<file path="src/rtl/imm_extend_pipe.sv">
// rtl/imm_extend_pipe.sv - pipelined immediate extender with valid/ready and a 2-entry skid buffer
module imm_extend_pipe #(
   parameter int IN_W  = 16,
   parameter int OUT_W = 32,
   parameter int SHIFT = 2,
   parameter int TAG_W = 5
) (
   input  logic             clk,
   input  logic             rst_n,
   input  logic             in_valid,
   output logic             in_ready,
   input  logic [IN_W-1:0]  in_imm,
   input  logic [1:0]       in_mode,
   input  logic [TAG_W-1:0] in_tag,
   output logic             out_valid,
   input  logic             out_ready,
   output logic [OUT_W-1:0] out_data,
   output logic             out_ovf,
   output logic [TAG_W-1:0] out_tag
);

   typedef enum logic [1:0] {
      EMPTY = 2'd0,
      ONE   = 2'd1,
      TWO   = 2'd2
   } occ_t;

   occ_t state;

   logic [OUT_W-1:0]       ext_data;
   logic                   ext_ovf;
   logic [OUT_W+SHIFT-1:0] shifted;
   logic [SHIFT:0]         top;

   logic [OUT_W-1:0] main_data;
   logic             main_ovf;
   logic [TAG_W-1:0] main_tag;
   logic [OUT_W-1:0] skid_data;
   logic             skid_ovf;
   logic [TAG_W-1:0] skid_tag;

   logic accept;
   logic drain;

   assign accept   = in_valid & in_ready;
   assign drain    = out_valid & out_ready;
   assign out_data = main_data;
   assign out_ovf  = main_ovf;
   assign out_tag  = main_tag;

   // Extension of the incoming immediate; the shift-overflow test checks that
   // every bit shifted past the result's sign bit still equals that sign bit
   always_comb begin
      shifted  = {{(OUT_W+SHIFT-IN_W){in_imm[IN_W-1]}}, in_imm} << SHIFT;
      top      = shifted[OUT_W+SHIFT-1:OUT_W-1];
      ext_data = '0;
      ext_ovf  = 1'b0;
      case (in_mode)
         2'b00: ext_data = {{(OUT_W-IN_W){in_imm[IN_W-1]}}, in_imm};
         2'b01: ext_data = {{(OUT_W-IN_W){1'b0}}, in_imm};
         2'b10: begin
            ext_data = shifted[OUT_W-1:0];
            ext_ovf  = !((&top) || !(|top));
         end
         default: ext_data = {in_imm, {(OUT_W-IN_W){1'b0}}};
      endcase
   end

   // Occupancy FSM: main register feeds the output, skid catches one beat
   // while the consumer stalls; in_ready is registered so out_ready never
   // reaches it combinationally
   always_ff @(posedge clk or negedge rst_n) begin
      if (!rst_n) begin
         state     <= EMPTY;
         in_ready  <= 1'b0;
         out_valid <= 1'b0;
         main_data <= '0;
         main_ovf  <= 1'b0;
         main_tag  <= '0;
         skid_data <= '0;
         skid_ovf  <= 1'b0;
         skid_tag  <= '0;
      end else begin
         in_ready <= 1'b1;
         case (state)
            EMPTY: begin
               if (accept) begin
                  main_data <= ext_data;
                  main_ovf  <= ext_ovf;
                  main_tag  <= in_tag;
                  out_valid <= 1'b1;
                  state     <= ONE;
               end
            end
            ONE: begin
               if (accept && drain) begin
                  main_data <= ext_data;
                  main_ovf  <= ext_ovf;
                  main_tag  <= in_tag;
               end else if (accept) begin
                  skid_data <= ext_data;
                  skid_ovf  <= ext_ovf;
                  skid_tag  <= in_tag;
                  in_ready  <= 1'b0;
                  state     <= TWO;
               end else if (drain) begin
                  out_valid <= 1'b0;
                  state     <= EMPTY;
               end
            end
            TWO: begin
               if (drain) begin
                  main_data <= skid_data;
                  main_ovf  <= skid_ovf;
                  main_tag  <= skid_tag;
                  state     <= ONE;
               end else begin
                  in_ready <= 1'b0;
               end
            end
            default: begin
               out_valid <= 1'b0;
               state     <= EMPTY;
            end
         endcase
      end
   end

endmodule

</file>
<file path="config.mk">
export PLATFORM = sky130hd
export DESIGN_NAME = imm_extend_pipe
export DESIGN_NICKNAME = d
export VERILOG_FILES = /design/src/rtl/imm_extend_pipe.sv
export SDC_FILE = /design/constraint.sdc
export NUM_CORES = 1
export LEC_CHECK = 0
export BUFFER_PORTS_ARGS = -buffer_cell sky130_fd_sc_hd__buf_2
export CAP_MARGIN = 20
export CORE_ASPECT_RATIO = 1.25
export CORE_MARGIN = 2
export CORE_UTILIZATION = 55
export CTS_CLUSTER_DIAMETER = 120
export CTS_CLUSTER_SIZE = 25
export DETAILED_ROUTE_END_ITERATION = 6
export PLACE_DENSITY = 0.79
export SYNTH_ARGS = -nofsm -noshare
export SYNTH_HDL_FRONTEND = slang
export SYNTH_SLANG_ARGS = --single-unit
</file>
<file path="constraint.sdc">
create_clock -name clk -period 5 [get_ports clk]
set_clock_uncertainty 0.05 [all_clocks]
set_input_delay 0.5 -clock clk [delete_from_list [all_inputs] [get_ports clk]]
set_output_delay 0.5 -clock clk [all_outputs]
set_load 0.03 [all_outputs]
</file>
After elaboration in Yosys (flattened, before gate mapping)
Cells that the tools add are included.
{"block": "op_classes", "addsub": 0, "multipliers": 0, "n_div": 0, "n_lt_le_gt_ge": 0, "eq_ne": 11, "n_shift": 0, "mux": 27, "n_bitwise": 4, "n_reduce_logical": 8}
{"operator": "$pmux 32 s3", "n": 2}
{"operator": "$mux 32", "n": 3}
{"operator": "$mux 5", "n": 3}
{"operator": "$pmux 5 s3", "n": 1}
{"operator": "$ne 2x2->1 const B", "n": 6}
{"operator": "$mux 2", "n": 5}
{"operator": "$mux 1", "n": 9}
{"operator": "$reduce_and 4->1", "n": 2}
{"operator": "$pmux 1 s3", "n": 2}
{"operator": "$pmux 2 s3", "n": 1}
{"operator": "$reduce_and 5->1", "n": 1}
{"operator": "$eq 2x1->1 const B", "n": 2}
{"operator": "$eq 2x2->1 const B", "n": 2}
{"operator": "$logic_not 2->1", "n": 2}
{"operator": "$ne 3x3->1 const B", "n": 1}
{"operator": "$reduce_and 3->1", "n": 1}
{"operator": "$reduce_bool 3->1", "n": 1}
{"operator": "$and 1x1->1", "n": 2}
{"operator": "$not 1->1", "n": 2}
{"operator": "$pmux 1 s2", "n": 1}
{"operator": "$logic_and 1x1->1", "n": 1}
{"block": "totals", "ff_bits": 79, "latchBits": 0, "mem_bits_rw": 0, "mem_bits_ro": 0, "inputBits": 27, "output_inout_bits": 40, "wordCells": 58, "memories": 0}

Longest topological paths before layout
Gate-level depths: netlist of the first run.
{"block": "depth", "word_depth": 5, "ltp_mapped": 8, "depth_no_buf": 6}

Worst setup path after synthesis of the first run
No wires, ideal clock.
{"block": "synth_path", "path_type": "flip-flop to flip-flop", "start": "register out_valid", "end": "register main_data[0], in the netlist out_data[0]", "setup_ps": 125, "t_arrival_ps": 1807, "t_required_ps": 4825, "slack_ps": 3017, "path_stages_with_launch": 7, "n_path_buf": 3, "synth_period_minus_slack_ps": 1983, "cell_sequence": "dfrtp_1 buf_2 nand4_1 a2111o_1 buf_6 buf_6 mux2_4"}
{"block": "synth_between", "elab_chain_cells": 4, "word_cells_on_any_way": 5, "classes_between": "2 x eq/ne; 1 x bitwise; 2 x reduce/logical"}
{"item": "start, declared", "line": "15", "source": "output logic out_valid,"}
{"item": "start signal, assigned", "line": "76", "source": "out_valid <= 1'b0;"}
{"item": "start signal, assigned", "line": "91", "source": "out_valid <= 1'b1;"}
{"item": "start signal, assigned", "line": "107", "source": "out_valid <= 1'b0;"}
{"item": "$and 1x1->1 (*)", "line": "46", "source": "assign drain = out_valid & out_ready;"}
{"item": "$logic_and 1x1->1", "line": "96", "source": "if (accept && drain) begin"}
{"item": "$ne 2x2->1 (no source line)"}
{"item": "$reduce_and 4->1 (no source line) (*)"}
{"item": "end signal, assigned", "line": "88", "source": "main_data <= ext_data;"}
{"item": "end signal, assigned", "line": "97", "source": "main_data <= ext_data;"}
{"item": "end signal, assigned", "line": "113", "source": "main_data <= skid_data;"}
{"item": "end, declared", "line": "35", "source": "logic [OUT_W-1:0] main_data;"}
Every way passes the cells marked *; elsewhere a longest branch is shown, timed or not.
A chain may end at the register's enable or synchronous reset.

Worst setup path after layout of the first run
{"block": "layout_path", "start": "register state[0]", "end": "register main_data[25], in the netlist out_data[25]"}
{"block": "layout_between", "elab_chain_cells": 3, "word_cells_on_any_way": 9, "classes_between": "5 x eq/ne; 1 x mux; 3 x reduce/logical"}
{"item": "start, declared", "line": "28", "source": "occ_t state;"}
{"item": "start signal, assigned", "line": "74", "source": "state <= EMPTY;"}
{"item": "start signal, assigned", "line": "92", "source": "state <= ONE;"}
{"item": "start signal, assigned", "line": "105", "source": "state <= TWO;"}
{"item": "$eq 2x1->1, or another cell as far along", "line": "85", "source": "case (state)"}
{"item": "$ne 2x2->1 (no source line) or $reduce_bool 3->1 (tied branches)"}
{"item": "$reduce_and 4->1 (no source line)"}
Several ways; a longest one is shown, not always the timed one.

==> results of run 1 <==
## synthesized netlist by cell type (3+ instances only)
cell type / count
nand3_1: 4
inv_1: 4
a31oi_1: 3
mux2_1: 3
buf_2: 5
buf_6: 4
ha_1: 5
mux2_2: 6
nor2_1: 3
nor2b_1: 16
o21ai_1: 17
dfrtp_1: 78
nand2_1: 72
a21oi_1: 31
clkbuf_1: 18
o21ai_0: 53
mux2i_1: 7
mux2_4: 28
## worst register-to-register path: stages, from the launching register on
cell and delay (ns):
dfrtp_1 0.43, inv_1 0.11, ha_2 0.16, buf_4 0.55
a21boi_1 0.30, a2111o_2 0.50, buf_12 0.27, mux2_1 0.35
## final cells by class
type / instances / area, um2 / area share, %
tap: 87 / 109 / 2.51
timing repair buffer: 68 / 363 / 8.37
sequential: 78 / 1950 / 45.0
multi-input combinational: 263 / 1690 / 39.1
clock inverter: 5 / 58.8 / 1.36
inverter: 4 / 15.0 / 0.347
clock buffer: 11 / 141 / 3.26
## stage by stage
stage	setup WS, ns	util (%)	hold WS (ns)	power, mW	area (um2)
3_3_place_gp	2.10	61.9	0.412	2.59	4110
2_1_floorplan	3.02	-	0.154	2.35	3810
3_5_place_dp	1.98	61.9	0.420	2.66	4110
4_1_cts	1.97	64.9	0.271	3.14	4310
5_1_grt	1.99	65.2	0.324	3.34	4330
6_report	2.15	65.2	0.234	3.13	4330
## state kept, by name, summed over array words and instances, names as in the netlist
signal	cells
skid_data	32
in_ready	1
out_data	32
out_tag	5
out_valid	1
state	2
skid_tag	5
## worst max-delay path by stage
| stage | from | endpoint | cells after the start |
|---|---|---|---|
| 2_1_floorplan | out_valid | out_data[0] | 6 |
| 3_3_place_gp | state[0] | out_data[27] | 6 |
| 3_5_place_dp | state[0] | out_data[26] | 6 |
| 4_1_cts | state[0] | out_data[26] | 6 |
| 5_1_grt | state[0] | out_data[26] | 7 |
| 6_report | state[0] | out_data[25] | 7 |
## cells by family (layout without fill, tap and decap cells)
| family | after synthesis | count (layout) | share of synthesized area, % |
|---|---|---|---|
| buf+inv | 34 | 88 | 4.40 |
| mux | 44 | 44 | 15.5 |
| simple gates | 101 | 101 | 11.6 |
| flops | 78 | 78 | 51.2 |
| other cells | 1 | 1 | 0.0984 |
| compound gates | 112 | 112 | 15.5 |
| fa+ha+maj | 5 | 5 | 1.64 |
## layer usage
| metal | track usage (%) | up-vias | routed length, um |
|---|---|---|---|
| met5 | 0 | - | 0 |
| met2 | 32.6 | 113 | 3540 |
| met4 | 8.77 | 0 | 138 |
| li1 | - | 1372 | - |
| met3 | 5.58 | 13 | 491 |
| met1 | 30.4 | 1320 | 3620 |
## power groups by stage
stage,logic (mW),registers [mW],clock network (mW)
after floorplan,0.977,1.38,0
after global placement,1.48,1.11,0
after detailed placement,1.54,1.12,0
after CTS,1.54,1.12,0.484
after global routing,1.67,1.16,0.511
final,1.55,1.11,0.473
## cell usage in the layout (no fill, tap or decap)
cell,count
a2111o_2,1
clkinvlp_4,2
a31oi_1,3
nand2_1,72
nor4b_1,1
mux2_1,3
o21ai_1,17
clkinv_4,1
nand3_1,4
nand2b_1,2
buf_4,3
a21boi_1,2
buf_12,1
a211oi_1,1
a2bb2oi_1,1
clkbuf_1,1
buf_2,64
mux2_4,28
ha_1,4
o21ai_0,53
clkbuf_8,10
a31o_2,1
mux2_2,6
bufinv_16,1
a21oi_1,31
mux2i_1,7
nand4_1,2
nor2_1,3
clkinv_2,1
conb_1,1
o2bb2ai_1,1
inv_1,4
and2_1,1
o22ai_1,1
ha_2,1
nor2b_1,16
dfrtp_1,78
==> impl_metrics.env, run 1 <==
export IMPL_run_status="finished clean"
export IMPL_die_height_um=97.1
export IMPL_hold_path_class="input pin to asynchronous set/reset pin"
export IMPL_syn_avg_cell_area_um2=10.2
export IMPL_switchingPower_mw=1.28
export IMPL_path_max_fanout=75
export IMPL_io_pins=67
export IMPL_coreArea_um2=6650
export IMPL_drive_above_1_share_pct=28.0
export IMPL_h_tree_depth=3
export IMPL_swShare_pct=41.0
export IMPL_antenna_found_initial=0
export IMPL_syn_nets=407
export IMPL_end_kind="flop"
export IMPL_ir_drop_v=0.000735
export IMPL_period_share_pct=56.9
export IMPL_path_clk_slew_ns=0.08
export IMPL_rr_worst_depth=7
export IMPL_drt_total_wl_um=7790
export IMPL_clkLatencyLatePin_ns=0.35
export IMPL_worstReg2RegEnd="out_data[25]"
export IMPL_worstSetupStartpointType="flop"
export IMPL_diodes=0
export IMPL_path_cells="inv_1 > ha_2 > buf_4 > a21boi_1 > a2111o_2 > buf_12 > mux2_1"
export IMPL_synth_top_area_share_pct=51.2
export IMPL_cts_hold_buf=0
export IMPL_hpwl_um=5270
export IMPL_cts_resized=0
export IMPL_fillCellCount=515
export IMPL_rrSetupSlack_ns=2.15
export IMPL_grt_use_total_pct=21.8
export IMPL_drt_iter0_markers=301
export IMPL_grt_pass1_wl_um=12800
export IMPL_fin_crit_ns=2.85
export IMPL_fp_dieW_um=78.4
export IMPL_p_per_area_nw_per_um2=723
export IMPL_slew_violations=0
export IMPL_worst_pin_slew_ns=0.960
export IMPL_p_int_mw=1.85
export IMPL_synth_area_um2=3810
export IMPL_crit_slowest_cell="buf_4"
export IMPL_critical_path_class="flop to flop"
export IMPL_dr_pass1_iters=4
export IMPL_cts_num_sinks=78
export IMPL_cp_data_arrival_time_ns=3.02
export IMPL_synth_area_leaders="dfrtp_1 51%, mux2_4 11%, nand2_1 7.1%, o21ai_0 7.0%, a21oi_1 4.1%"
export IMPL_drt_antenna_violating_nets=0
export IMPL_power_frac_comb_pct=49.4
export IMPL_port_buffers=65
export IMPL_post_place_cells=499
export IMPL_crit_family="buffers and inverters"
export IMPL_async_flop_share_pct=100
export IMPL_grt_max_degree=79
export IMPL_grt_setup_unrepaired="no"
export IMPL_slowest_delay_ns=0.55
export IMPL_clockBufferDepth=2
export IMPL_grt_pass1_vias=2642
export IMPL_die_area_um2=7610
export IMPL_setup_viol=0
export IMPL_required_ns=5.18
export IMPL_via_per_inst=5.46
export IMPL_drcViolationCount=0
export IMPL_root_buffer="clkbuf_8"
export IMPL_synthCells=375
export IMPL_cts_setup_buffers=0
export IMPL_num_vias=2818
export IMPL_cts_buffers_inserted=9
export IMPL_final_nets=456
export IMPL_tritoncts="done"
export IMPL_maxCapViolations=0
export IMPL_worstReg2RegStart="state[0]"
export IMPL_fin_tns_setup_ns=0
export IMPL_rows=33
export IMPL_pwr_share_clk_pct=15.1
export IMPL_crit_buf_inv=3
export IMPL_seq_area_frac_synth_pct=51.2
export IMPL_routedWlPerCell_um=15.1
export IMPL_synth_seq_cells=78
export IMPL_fmax_ghz=0.351
export IMPL_synth_edff_count=0
export IMPL_overflow=0
export IMPL_leakage_nw=2.06
export IMPL_synthFlopType="dfrtp_1"
export IMPL_synth_warnings=0
export IMPL_relSlewSlack_pct=36.0
export IMPL_post_layout_nonfiller_instances=516
export IMPL_start_util_pct=57.3
export IMPL_synth_cell_type_count=32
export IMPL_areaGrowthSynthToFinish_pct=13.7
export IMPL_hold_viol_final=0
export IMPL_synth_top_area_cell="dfrtp_1"
export IMPL_pwr_share_seq_pct=35.5
export IMPL_globalplace_congestion=0.917
(Power assumes the default switching activity.)
==> inputs of run 2 (changes only) <==
==> constraint.sdc (replaced) <==
create_clock -name clk -period 2.9 [get_ports clk]
set_clock_uncertainty 0.05 [all_clocks]
set_input_delay 0.29 -clock clk [delete_from_list [all_inputs] [get_ports clk]]
set_output_delay 0.29 -clock clk [all_outputs]
set_load 0.03 [all_outputs]
==> impl_metrics.env, run 2 (synthesis gave the netlist of run 1 again) <==
export IMPL_via_per_inst=5.39
export IMPL_antenna_found_initial=0
export IMPL_overflow=0
export IMPL_h_tree_depth=3
export IMPL_fp_dieW_um=78.4
export IMPL_cts_num_sinks=78
export IMPL_pwr_share_seq_pct=35.3
export IMPL_run_status="finished clean"
export IMPL_drt_iter0_markers=197
export IMPL_dpl_cell_area_um2=4140
export IMPL_areaGrowthSynthToFinish_pct=14.2
export IMPL_fin_crit_ns=2.42
export IMPL_globalplace_congestion=0.882
export IMPL_clkLatencyLatePin_ns=0.36
export IMPL_fillCellCount=546
export IMPL_dr_pass1_iters=4
export IMPL_root_buffer="clkbuf_8"
export IMPL_drcViolationCount=0
export IMPL_p_per_area_nw_per_um2=1250
export IMPL_path_clk_slew_ns=0.08
export IMPL_path_max_fanout=35
export IMPL_setup_viol=0
export IMPL_end_kind="flop"
export IMPL_worst_pin_slew_ns=1.01
export IMPL_mostFrequentLayoutCell="dfrtp_1"
export IMPL_swShare_pct=40.6
export IMPL_cts_setup_buffers=0
export IMPL_fin_tns_setup_ns=0
export IMPL_hold_viol_final=0
export IMPL_drt_antenna_violating_nets=0
export IMPL_drt_total_wl_um=7740
export IMPL_p_int_mw=3.22
export IMPL_cp_data_arrival_time_ns=2.61
export IMPL_cts_hold_buf=0
export IMPL_grt_setup_unrepaired="no"
export IMPL_grt_pass1_wl_um=13000
export IMPL_worstSetupStartpointType="flop"
export IMPL_fmax_ghz=0.414
export IMPL_grt_max_degree=79
export IMPL_maxCapViolations=0
export IMPL_routedWlPerCell_um=14.9
export IMPL_tritoncts="done"
export IMPL_diodes=0
export IMPL_cts_resized=0
export IMPL_num_vias=2798
export IMPL_cts_buffers_inserted=9
export IMPL_grt_use_total_pct=22.0
export IMPL_worstReg2RegStart="state[0]"
export IMPL_die_area_um2=7610
export IMPL_slew_violations=0
export IMPL_clockBufferDepth=2
export IMPL_hpwl_um=5350
export IMPL_switchingPower_mw=2.20
export IMPL_die_height_um=97.1
export IMPL_fin_worst_hold_slack_ns=0.0203
export IMPL_start_util_pct=57.3
export IMPL_hold_path_class="input pin to asynchronous set/reset pin"
export IMPL_final_nets=459
export IMPL_required_ns=3.09
export IMPL_relSlewSlack_pct=32.7
export IMPL_design_area_um2=4350
export IMPL_layout_common_cells="78 x dfrtp_1, 72 x nand2_1, 64 x buf_2, 53 x o21ai_0, 31 x a21oi_1"
export IMPL_rr_worst_depth=5
export IMPL_critical_path_class="flop to flop"
export IMPL_ir_drop_v=0.000702
export IMPL_coreArea_um2=6650
export IMPL_period_share_pct=83.3
export IMPL_io_pins=67
export IMPL_rows=33
export IMPL_port_buffers=65
export IMPL_pwr_share_clk_pct=15.6
export IMPL_leakage_nw=2.07
export IMPL_crit_start="state[0]"
export IMPL_power_frac_comb_pct=49.1
export IMPL_grt_pass1_vias=2725
export IMPL_drive_above_1_share_pct=28.7
-- run 2: cell types whose count changed in the layout (fill, tap and decap cells not counted) --
cell,previous run,this run
clkbuf_1,1,0
clkinv_4,1,0
clkbuf_8,10,11
buf_4,3,7
clkinvlp_4,2,3
buf_12,1,0
-- run 2: power groups by stage --
stage / Clock (mW) / Combinational [mW] / Sequential (mW)
3_5_place_dp: 0 / 2.69 / 1.93
2_1_floorplan: 0 / 1.69 / 2.37
4_1_cts: 0.861 / 2.70 / 1.92
5_1_grt: 0.917 / 2.91 / 1.99
6_report: 0.844 / 2.66 / 1.92
3_3_place_gp: 0 / 2.60 / 1.91
-- run 2: final cells by class --
type	count	area (um2)	area share [%]
sequential	78	1950	44.9
tap	87	109	2.50
clock buffer	11	151	3.48
clock inverter	5	57.6	1.32
timing repair buffer	71	373	8.57
inverter	4	15.0	0.345
multi-input combinational	263	1690	38.9
-- run 2: worst paths after layout --
check	to	slack, ns
worst min register to register	skid_data[4]	0.43
worst max-delay path	out_data[27]	0.48
worst max register to register	out_data[27]	0.48
min in group clk	skid_tag[2]	0.13
max in group asynchronous	skid_data[25]	2.15
worst min-delay path	out_data[4]	0.02
-- run 2: per-stage QoR --
stage	utilization, %	power, mW	worst slack [ns]	instances
after floorplan	-	4.06	0.917	375
after global placement	62.3	4.51	0.592	503
after detailed placement	62.3	4.62	0.480	503
after CTS	65.5	5.47	0.474	519
after global routing	65.5	5.81	0.328	519
final	65.5	5.42	0.484	519
-- run 2: layer usage --
layer / part of all wire (%) / track usage, % / vias up
li1: - / - / 1381
met1: 46 / 30.7 / 1314
met2: 47 / 33.0 / 89
met3: 5.7 / 4.83 / 14
met4: 1.9 / 9.99 / 0
met5: 0 / 0 / -
-- run 2: worst max-delay path, cell delays in order (launching register included) --
cell,delay (ns)
dfrtp_1,0.42
inv_1,0.09
ha_1,0.23
a21boi_1,0.16
a2111o_2,0.86
mux2_1,0.46
